==> config.mk <==
export PLATFORM = sky130hd
export DESIGN_NAME = mux_arb_n_flat
export DESIGN_NICKNAME = d
export VERILOG_FILES = /design/src/rtl/mux_arb_n_if.sv /design/src/rtl/mux_arb_n.sv /design/src/flat_wrapper.sv
export SDC_FILE = /design/constraint.sdc
export NUM_CORES = 1
export LEC_CHECK = 0
export ABC_CLOCK_PERIOD_IN_PS = 2300
export BUFFER_PORTS_ARGS = -buffer_cell sky130_fd_sc_hd__buf_4
export CELL_PAD_IN_SITES_DETAIL_PLACEMENT = 1
export CELL_PAD_IN_SITES_GLOBAL_PLACEMENT = 2
export CORE_ASPECT_RATIO = 1.25
export CORE_MARGIN = 4
export CORE_UTILIZATION = 18
export DETAILED_ROUTE_END_ITERATION = 8
export GPL_TIMING_DRIVEN = 0
export PLACE_DENSITY_LB_ADDON = 0.05
export REMOVE_ABC_BUFFERS = 1
export SLEW_MARGIN = 0
export SYNTH_ARGS = -nofsm -noshare
export SYNTH_HDL_FRONTEND = slang
export SYNTH_SLANG_ARGS = --single-unit
==> constraint.sdc <==
create_clock -name clk -period 2.3 [get_ports clk]
set_clock_uncertainty 0.2 [all_clocks]
set_input_delay 0.23 -clock clk [delete_from_list [all_inputs] [get_ports clk]]
set_output_delay 0.23 -clock clk [all_outputs]
set_load 0.1 [all_outputs]
==> src/rtl/mux_arb_n_if.sv <==
// mux_arb_n_if: channel-side and consumer-side handshake bundle for mux_arb_n
interface mux_arb_n_if #(
  parameter int WIDTH    = 32,
  parameter int CHANNELS = 4
);
  localparam int SEL_W = $clog2(CHANNELS);
  logic [CHANNELS*WIDTH-1:0] in_data;
  logic [CHANNELS-1:0]       in_valid;
  logic [CHANNELS-1:0]       in_ready;
  logic                      sel_en;
  logic [SEL_W-1:0]          sel;
  logic [WIDTH-1:0]          out_data;
  logic [SEL_W-1:0]          out_chan;
  logic                      out_valid;
  logic                      out_ready;
  modport slave (
    input  in_data, in_valid, sel_en, sel, out_ready,
    output in_ready, out_data, out_chan, out_valid
  );
  modport master (
    output in_data, in_valid, sel_en, sel, out_ready,
    input  in_ready, out_data, out_chan, out_valid
  );
endinterface

==> src/rtl/mux_arb_n.sv <==
// mux_arb_n: N-channel registered mux with select/arbitration; MUX_ARB_RR_EN selects round-robin over fixed priority
module mux_arb_n #(
  parameter int WIDTH    = 32,
  parameter int CHANNELS = 4
) (
  input logic         clk,
  input logic         rst_n,
  mux_arb_n_if.slave  bus
);
  localparam int SEL_W = $clog2(CHANNELS);
  logic [WIDTH-1:0]    out_data_q, out_data_d, sel_data;
  logic [SEL_W-1:0]    out_chan_q, out_chan_d, sel_chan;
  logic                out_valid_q, out_valid_d;
  logic [CHANNELS-1:0] grant;
  logic                load, xfer, found;
`ifdef MUX_ARB_RR_EN
  logic [SEL_W-1:0]    ptr_q, ptr_d;
  int                  idx;
`endif
  assign load = ~out_valid_q | bus.out_ready;
  always_comb begin
    grant = '0;
    found = 1'b0;
`ifdef MUX_ARB_RR_EN
    idx = 0;
`endif
    if (bus.sel_en) begin
      for (int i = 0; i < CHANNELS; i++)
        grant[i] = (bus.sel == SEL_W'(i)) & bus.in_valid[i];
    end else begin
`ifdef MUX_ARB_RR_EN
      for (int k = 0; k < CHANNELS; k++) begin
        idx = (int'(ptr_q) + k) % CHANNELS;
        if (!found && bus.in_valid[idx]) begin
          grant[idx] = 1'b1;
          found = 1'b1;
        end
      end
`else
      for (int i = 0; i < CHANNELS; i++) begin
        if (!found && bus.in_valid[i]) begin
          grant[i] = 1'b1;
          found = 1'b1;
        end
      end
`endif
    end
  end
  always_comb begin
    sel_data = '0;
    sel_chan = '0;
    for (int i = 0; i < CHANNELS; i++) begin
      if (grant[i]) begin
        sel_data = bus.in_data[i*WIDTH +: WIDTH];
        sel_chan = SEL_W'(i);
      end
    end
  end
  always_comb begin
    bus.in_ready = rst_n ? (grant & {CHANNELS{load}}) : '0;
    xfer        = |bus.in_ready;
    out_valid_d = xfer | (out_valid_q & ~bus.out_ready);
    out_data_d  = xfer ? sel_data : out_data_q;
    out_chan_d  = xfer ? sel_chan : out_chan_q;
`ifdef MUX_ARB_RR_EN
    ptr_d = !xfer ? ptr_q : (sel_chan == SEL_W'(CHANNELS-1)) ? '0 : sel_chan + SEL_W'(1);
`endif
  end
  always_ff @(posedge clk) begin
    if (!rst_n) begin
      out_valid_q <= 1'b0;
      out_data_q  <= '0;
      out_chan_q  <= '0;
`ifdef MUX_ARB_RR_EN
      ptr_q       <= '0;
`endif
    end else begin
      out_valid_q <= out_valid_d;
      out_data_q  <= out_data_d;
      out_chan_q  <= out_chan_d;
`ifdef MUX_ARB_RR_EN
      ptr_q       <= ptr_d;
`endif
    end
  end
  assign bus.out_data  = out_data_q;
  assign bus.out_chan  = out_chan_q;
  assign bus.out_valid = out_valid_q;
endmodule

==> src/flat_wrapper.sv <==
// flat-port wrapper written by rule: the top's interface ports become plain ports
module mux_arb_n_flat 
#(
  parameter int WIDTH    = 32,
  parameter int CHANNELS = 4
)
  (clk, rst_n, bus_in_data, bus_in_valid, bus_sel_en, bus_sel, bus_out_ready, bus_in_ready, bus_out_data, bus_out_chan, bus_out_valid);
  mux_arb_n_if #(.WIDTH(WIDTH), .CHANNELS(CHANNELS)) bus_i ();
  input logic clk;
  input logic rst_n;
  input wire logic [$bits(bus_i.in_data)-1:0] bus_in_data;
  input wire logic [$bits(bus_i.in_valid)-1:0] bus_in_valid;
  input wire logic [$bits(bus_i.sel_en)-1:0] bus_sel_en;
  input wire logic [$bits(bus_i.sel)-1:0] bus_sel;
  input wire logic [$bits(bus_i.out_ready)-1:0] bus_out_ready;
  output wire logic [$bits(bus_i.in_ready)-1:0] bus_in_ready;
  output wire logic [$bits(bus_i.out_data)-1:0] bus_out_data;
  output wire logic [$bits(bus_i.out_chan)-1:0] bus_out_chan;
  output wire logic [$bits(bus_i.out_valid)-1:0] bus_out_valid;
  assign bus_i.in_data = bus_in_data;
  assign bus_i.in_valid = bus_in_valid;
  assign bus_i.sel_en = bus_sel_en;
  assign bus_i.sel = bus_sel;
  assign bus_i.out_ready = bus_out_ready;
  assign bus_in_ready = bus_i.in_ready;
  assign bus_out_data = bus_i.out_data;
  assign bus_out_chan = bus_i.out_chan;
  assign bus_out_valid = bus_i.out_valid;
  mux_arb_n #(.WIDTH(WIDTH), .CHANNELS(CHANNELS)) u_core (.clk(clk), .rst_n(rst_n), .bus(bus_i));
endmodule
; Yosys cells after proc, flatten, opt, wreduce, memory -nomap -nowiden
; Cells that the tools add are included.
[op_classes]
eq_ne = 3
n_mux = 18
n_bitwise = 10
reduce_logical = 8
[op_table]
columns = op, n
row1 = 32-bit two-way mux, 4
row2 = 1-bit two-way mux, 10
row3 = 4-bit two-way mux, 2
row4 = 1-bit bitwise AND, 5
row5 = 4-bit bitwise AND, 1
row6 = "2-bit == test, second input constant", 2
row7 = 2-bit two-way mux, 2
row8 = 4-bit OR reduction, 1
row9 = 1-bit logical AND, 3
row10 = 1-bit zero test, 3
row11 = "2-bit by 1-bit == test with 1-bit output, second input constant", 1
row12 = 2-bit zero test, 1
row13 = 1-bit inverter, 2
row14 = 1-bit bitwise OR, 2
[totals]
ff_bits = 35
output_inout_bits = 39
wordCells = 42

; Longest topological paths before layout
[logic_depth]
word_depth = 18
mapped_depth = 8
depth_no_buf = 5

; Worst setup path after synthesis
; Ideal clock, no wire load.
[synth_path]
kind = input to register
start = in bus_sel_en
end = reg u_core.out_chan_q[0], in the netlist u_core.bus.out_chan[0]
setup_ns = 0.200
arrival_time_ns = 2.747
required_ns = 1.900
path_slack_ns = -0.846
stages = 7
path_cell_list = buf_6 -> or4b_4 -> and2_4 -> buf_6 -> clkbuf_1 -> nor2_1 -> nor4_1
[synth_via]
elab_chain_len = 4
elab_cells_between_ends = 7
[synth_rtl]
columns = element, line_no
row1 = "start, declared", flat_wrapper.sv:13  ; input wire logic [$bits(bus_i.sel_en)-1:0] bus_sel_en;
row2 = 4-bit two-way mux, mux_arb_n.sv:27  ; if (bus.sel_en) begin
row3 = 4-bit bitwise AND, mux_arb_n.sv:60  ; bus.in_ready = rst_n ? (grant & {CHANNELS{load}}) : '0;
row4 = 4-bit two-way mux, mux_arb_n.sv:60
row5 = via bus_in_ready[2], flat_wrapper.sv:16  ; output wire logic [$bits(bus_i.in_ready)-1:0] bus_in_ready;
row6 = 4-bit OR reduction, mux_arb_n.sv:61  ; xfer = |bus.in_ready;
row7 = "end signal, assigned", mux_arb_n.sv:80  ; out_chan_q <= out_chan_d;
row8 = "end, declared", mux_arb_n.sv:12  ; logic [SEL_W-1:0] out_chan_q, out_chan_d, sel_chan;
; The timed path passes the listed nets, and every way through them passes these cells.
; A chain may end at the register's enable or synchronous reset.

; Worst setup path in the final report
[layout_path]
start = in bus_sel_en
end = out bus_in_ready[2]
[layout_via]
elab_chain_len = 3
[layout_rtl]
columns = element, line_no
row1 = 4-bit two-way mux, mux_arb_n.sv:27
row2 = 4-bit bitwise AND, mux_arb_n.sv:60
row3 = 4-bit two-way mux, mux_arb_n.sv:60
row4 = "end, declared", flat_wrapper.sv:16
; Every way passes these cells.

==> metrics <==
post-synthesis compound-gate area fraction 0.4715; CTS Buffer Depth 2; R2R cell count 4; Yosys Warn Count 0; fin crit period 2.200 ns; synthesized area approximately 2000 sq um; Antenna Violating Nets Remaining 0; TritonCTS clock tree yes; die width a little over 100 microns; worst-path maximum fanout 30; register bit total from synthesis 35; gr ovfl total 0; area delta synth->final 78.27%; Worst Setup SP bus_sel_en; drt wl/cell approximately 20 microns; PortBufs 176; final setup fails 0; final hold vios 0; Design Area, Final between 3000 and 4000 sq um; xor/xnor share of the synthesized area 0; startpoint types input port; row cnt between 40 and 50; IO Pins about 180; Starting DRT DRC Count slightly below 60; CTS clk-pin slew, worst paths ~0.06 ns; largest net degree at the start of global routing 35; unrepaired setup endpoints after global routing false; Max Cap Viol 0; gr usage total 0.1557; start of the worst register-to-register path u_core.bus.out_valid; WS Path Type in2out; CP endpoint bus_in_ready[2]; Starting Density 0.1864; max-slew violation count 0; Worst Hold Class in2reg; Distinct cells, synth 38; CTS Buf Count 5; simple-gate portion of the synthesized area 0.1071; Mapped Cells 234; post-CTS setup repair buffer count 0; initial antenna violation count 0; die area around 13000 sq um; fraction of layout cells with a size suffix above 1 0.5013; CORE AREA between 10000 and 15000 sq um; worst path required time around 1.9 ns; Max VDD drop around 0.26 mV; Avg Cell Area, Syn 8.539 sq um; Power Density about 670 nW/um^2; Final Power between 2000 and 2500 uW; multiplexer area fraction after synthesis 0.005009; final wirelength around 11 mm; CP Data Arrival Time 1.77 ns; htree depth 2; RR Endpoint u_core.bus.out_data[13]; flop2flop setup slack approximately 0.24 ns; sequential element share of the synthesized area 0.3507; clk root buf clkbuf_16; fin nets 534; max frequency between 400 and 500 MHz; Worst Tran Pin Value roughly 0.86 ns; Leakage between 0.0015 and 0.002 uW; dpl hpwl 7.114 mm; period utilization 0.9566; outcome finished clean; largest family of logic cells by synthesized area compound AO/OA/AOI/OAI gates; ant diodes 0; die height approximately 130 microns; crit end category output pin; Num Clock Sinks 35; dpl cell area about 3400 sq um; vias per std cell roughly 5.0; DRT Pass-1 Iters 4; Via Count 2654; adder-cell share of the synthesized area 0; GPL Wtd Cong about 0.68; clock latency on the worst-skew pair 0.28 ns; vias in the first global route 2910; hold_buf cts 0; Worst slew margin 0.4278; DRC Markers 0; first-pass GRT wire length ~16 mm
Yosys cell counts:
master / number / share of area
dfxtp_1: 35 / 0.35
o21ai_0: 26 / 0.065
a221oi_1: 24 / 0.11
nand2_1: 24 / 0.045
o22ai_1: 18 / 0.056
a21oi_1: 15 / 0.038
a22oi_1: 15 / 0.056
clkbuf_1: 15 / 0.028
a211oi_1: 9 / 0.034
a41o_1: 7 / 0.035
nor2_1: 6 / 0.011
o22ai_2: 5 / 0.031
buf_6: 4 / 0.023
buf_2: 3 / 0.0075
nor4_1: 3 / 0.0094
nor2b_1: 2 / 0.0063
o21a_1: 2 / 0.0075
a222oi_1: 1 / 0.0050
a31o_4: 1 / 0.0088
a31oi_1: 1 / 0.0031
a31oi_4: 1 / 0.011
a41oi_1: 1 / 0.0044
and2_1: 1 / 0.0031
and2_4: 1 / 0.0044
and3_1: 1 / 0.0031
and3b_1: 1 / 0.0044
buf_1: 1 / 0.0019
buf_4: 1 / 0.0038
inv_1: 1 / 0.0019
mux2i_1: 1 / 0.0050
nand2b_1: 1 / 0.0031
nand4b_1: 1 / 0.0044
nor3_1: 1 / 0.0025
o21ai_1: 1 / 0.0025
o21ai_2: 1 / 0.0044
o22a_1: 1 / 0.0044
or2_2: 1 / 0.0031
or4b_4: 1 / 0.0069
metal layers:
| layer | share of wire | GRT usage |
|---|---|---|
| met5 | 0 | 0 |
| met4 | 0.021 | 0.04015 |
| met3 | 0.085 | 0.04480 |
| met2 | 0.48 | 0.2702 |
| met1 | 0.41 | 0.1859 |
layout by cell type (no fill, tap or decap), types with 3 or more instances in the layout:
master,synthesis,routed
a211oi_1,9,9
a21oi_1,15,15
a221oi_1,24,24
a22oi_1,15,15
a41o_1,7,7
buf_4,1,176
clkbuf_16,0,5
dfxtp_1,35,35
nand2_1,24,24
nor2_1,6,6
nor4_1,3,3
o21ai_0,26,26
o22ai_1,18,18
o22ai_2,5,5
worst min-delay path by stage:
| stage | startpoint | endpoint | slack (ns) | cells past startpoint |
|---|---|---|---|---|
| after floorplan | rst_n | u_core.bus.out_data[1] | 0.17 | 2 |
| after global placement | u_core.bus.out_data[2] | u_core.bus.out_data[2] | 0.26 | 2 |
| after detailed placement | u_core.bus.out_data[2] | u_core.bus.out_data[2] | 0.27 | 2 |
| after CTS | bus_in_data[97] | u_core.bus.out_data[1] | 0.008 | 3 |
| after global routing | bus_in_data[97] | u_core.bus.out_data[1] | 0.03 | 3 |
| final | bus_in_data[97] | u_core.bus.out_data[1] | 0.02 | 3 |
power breakdown:
| part | total [uW] | leakage [uW] | internal [uW] | switching (uW) |
|---|---|---|---|---|
| Combinational | 1030 | 0.00119 | 321 | 714 |
| Clock | 656 | 0.0000679 | 400 | 255 |
| Sequential | 698 | 0.000289 | 668 | 29.6 |
critical path, cell delays in order:
cell and delay (ns):
buf_4 0.14, or4b_4 0.53, and2_4 0.28, nor2_1 0.23
buf_4 0.34
cells by family (layout without fill, tap and decap cells):
logic type / count (synthesis) / after routing
buffers and inverters: 25 / 185
AOI/OAI and AO/OA: 129 / 132
and+or+nand+nor: 44 / 44
DFF: 35 / 35
muxes: 1 / 1
state kept, by name, summed over array words and instances (netlist names):
register and count:
u_core.bus.out_data 32, u_core.bus.out_chan 2, u_core.bus.out_valid 1
through the flow:
stage | util | hold WS, ns | std cells | worst slack [ns] | setup TNS, ns
after floorplan | - | 0.1683 | 210 | -0.6887 | -3.545
after global placement | 0.3131 | 0.2614 | 518 | -0.6450 | -19.82
after detailed placement | 0.3134 | 0.2681 | 518 | -0.6569 | -18.80
after CTS | 0.3285 | 0.007973 | 527 | 0.009596 | 0
after global routing | 0.3323 | 0.03071 | 529 | 0.01208 | 0
final | 0.3323 | 0.02372 | 529 | 0.09986 | 0
cell type report:
type,count,area (sq um)
Fill cell,1308,7158
Timing Repair Buffer,176,1321
Multi-Input combinational cell,177,1234
Sequential cell,35,700.7
Tap cell,132,165.2
Clock buffer,7,132.6
Clock inverter,1,5.005
Inverter,1,3.754
timing repair:
action / CTS / global route
endpoints found under the setup margin: 35 / 23
pin swaps: 1 / 2
gates resized for setup: 2 / 3
cloned: 1 / 2
No activity file was read; power rests on OpenSTA's default activity.
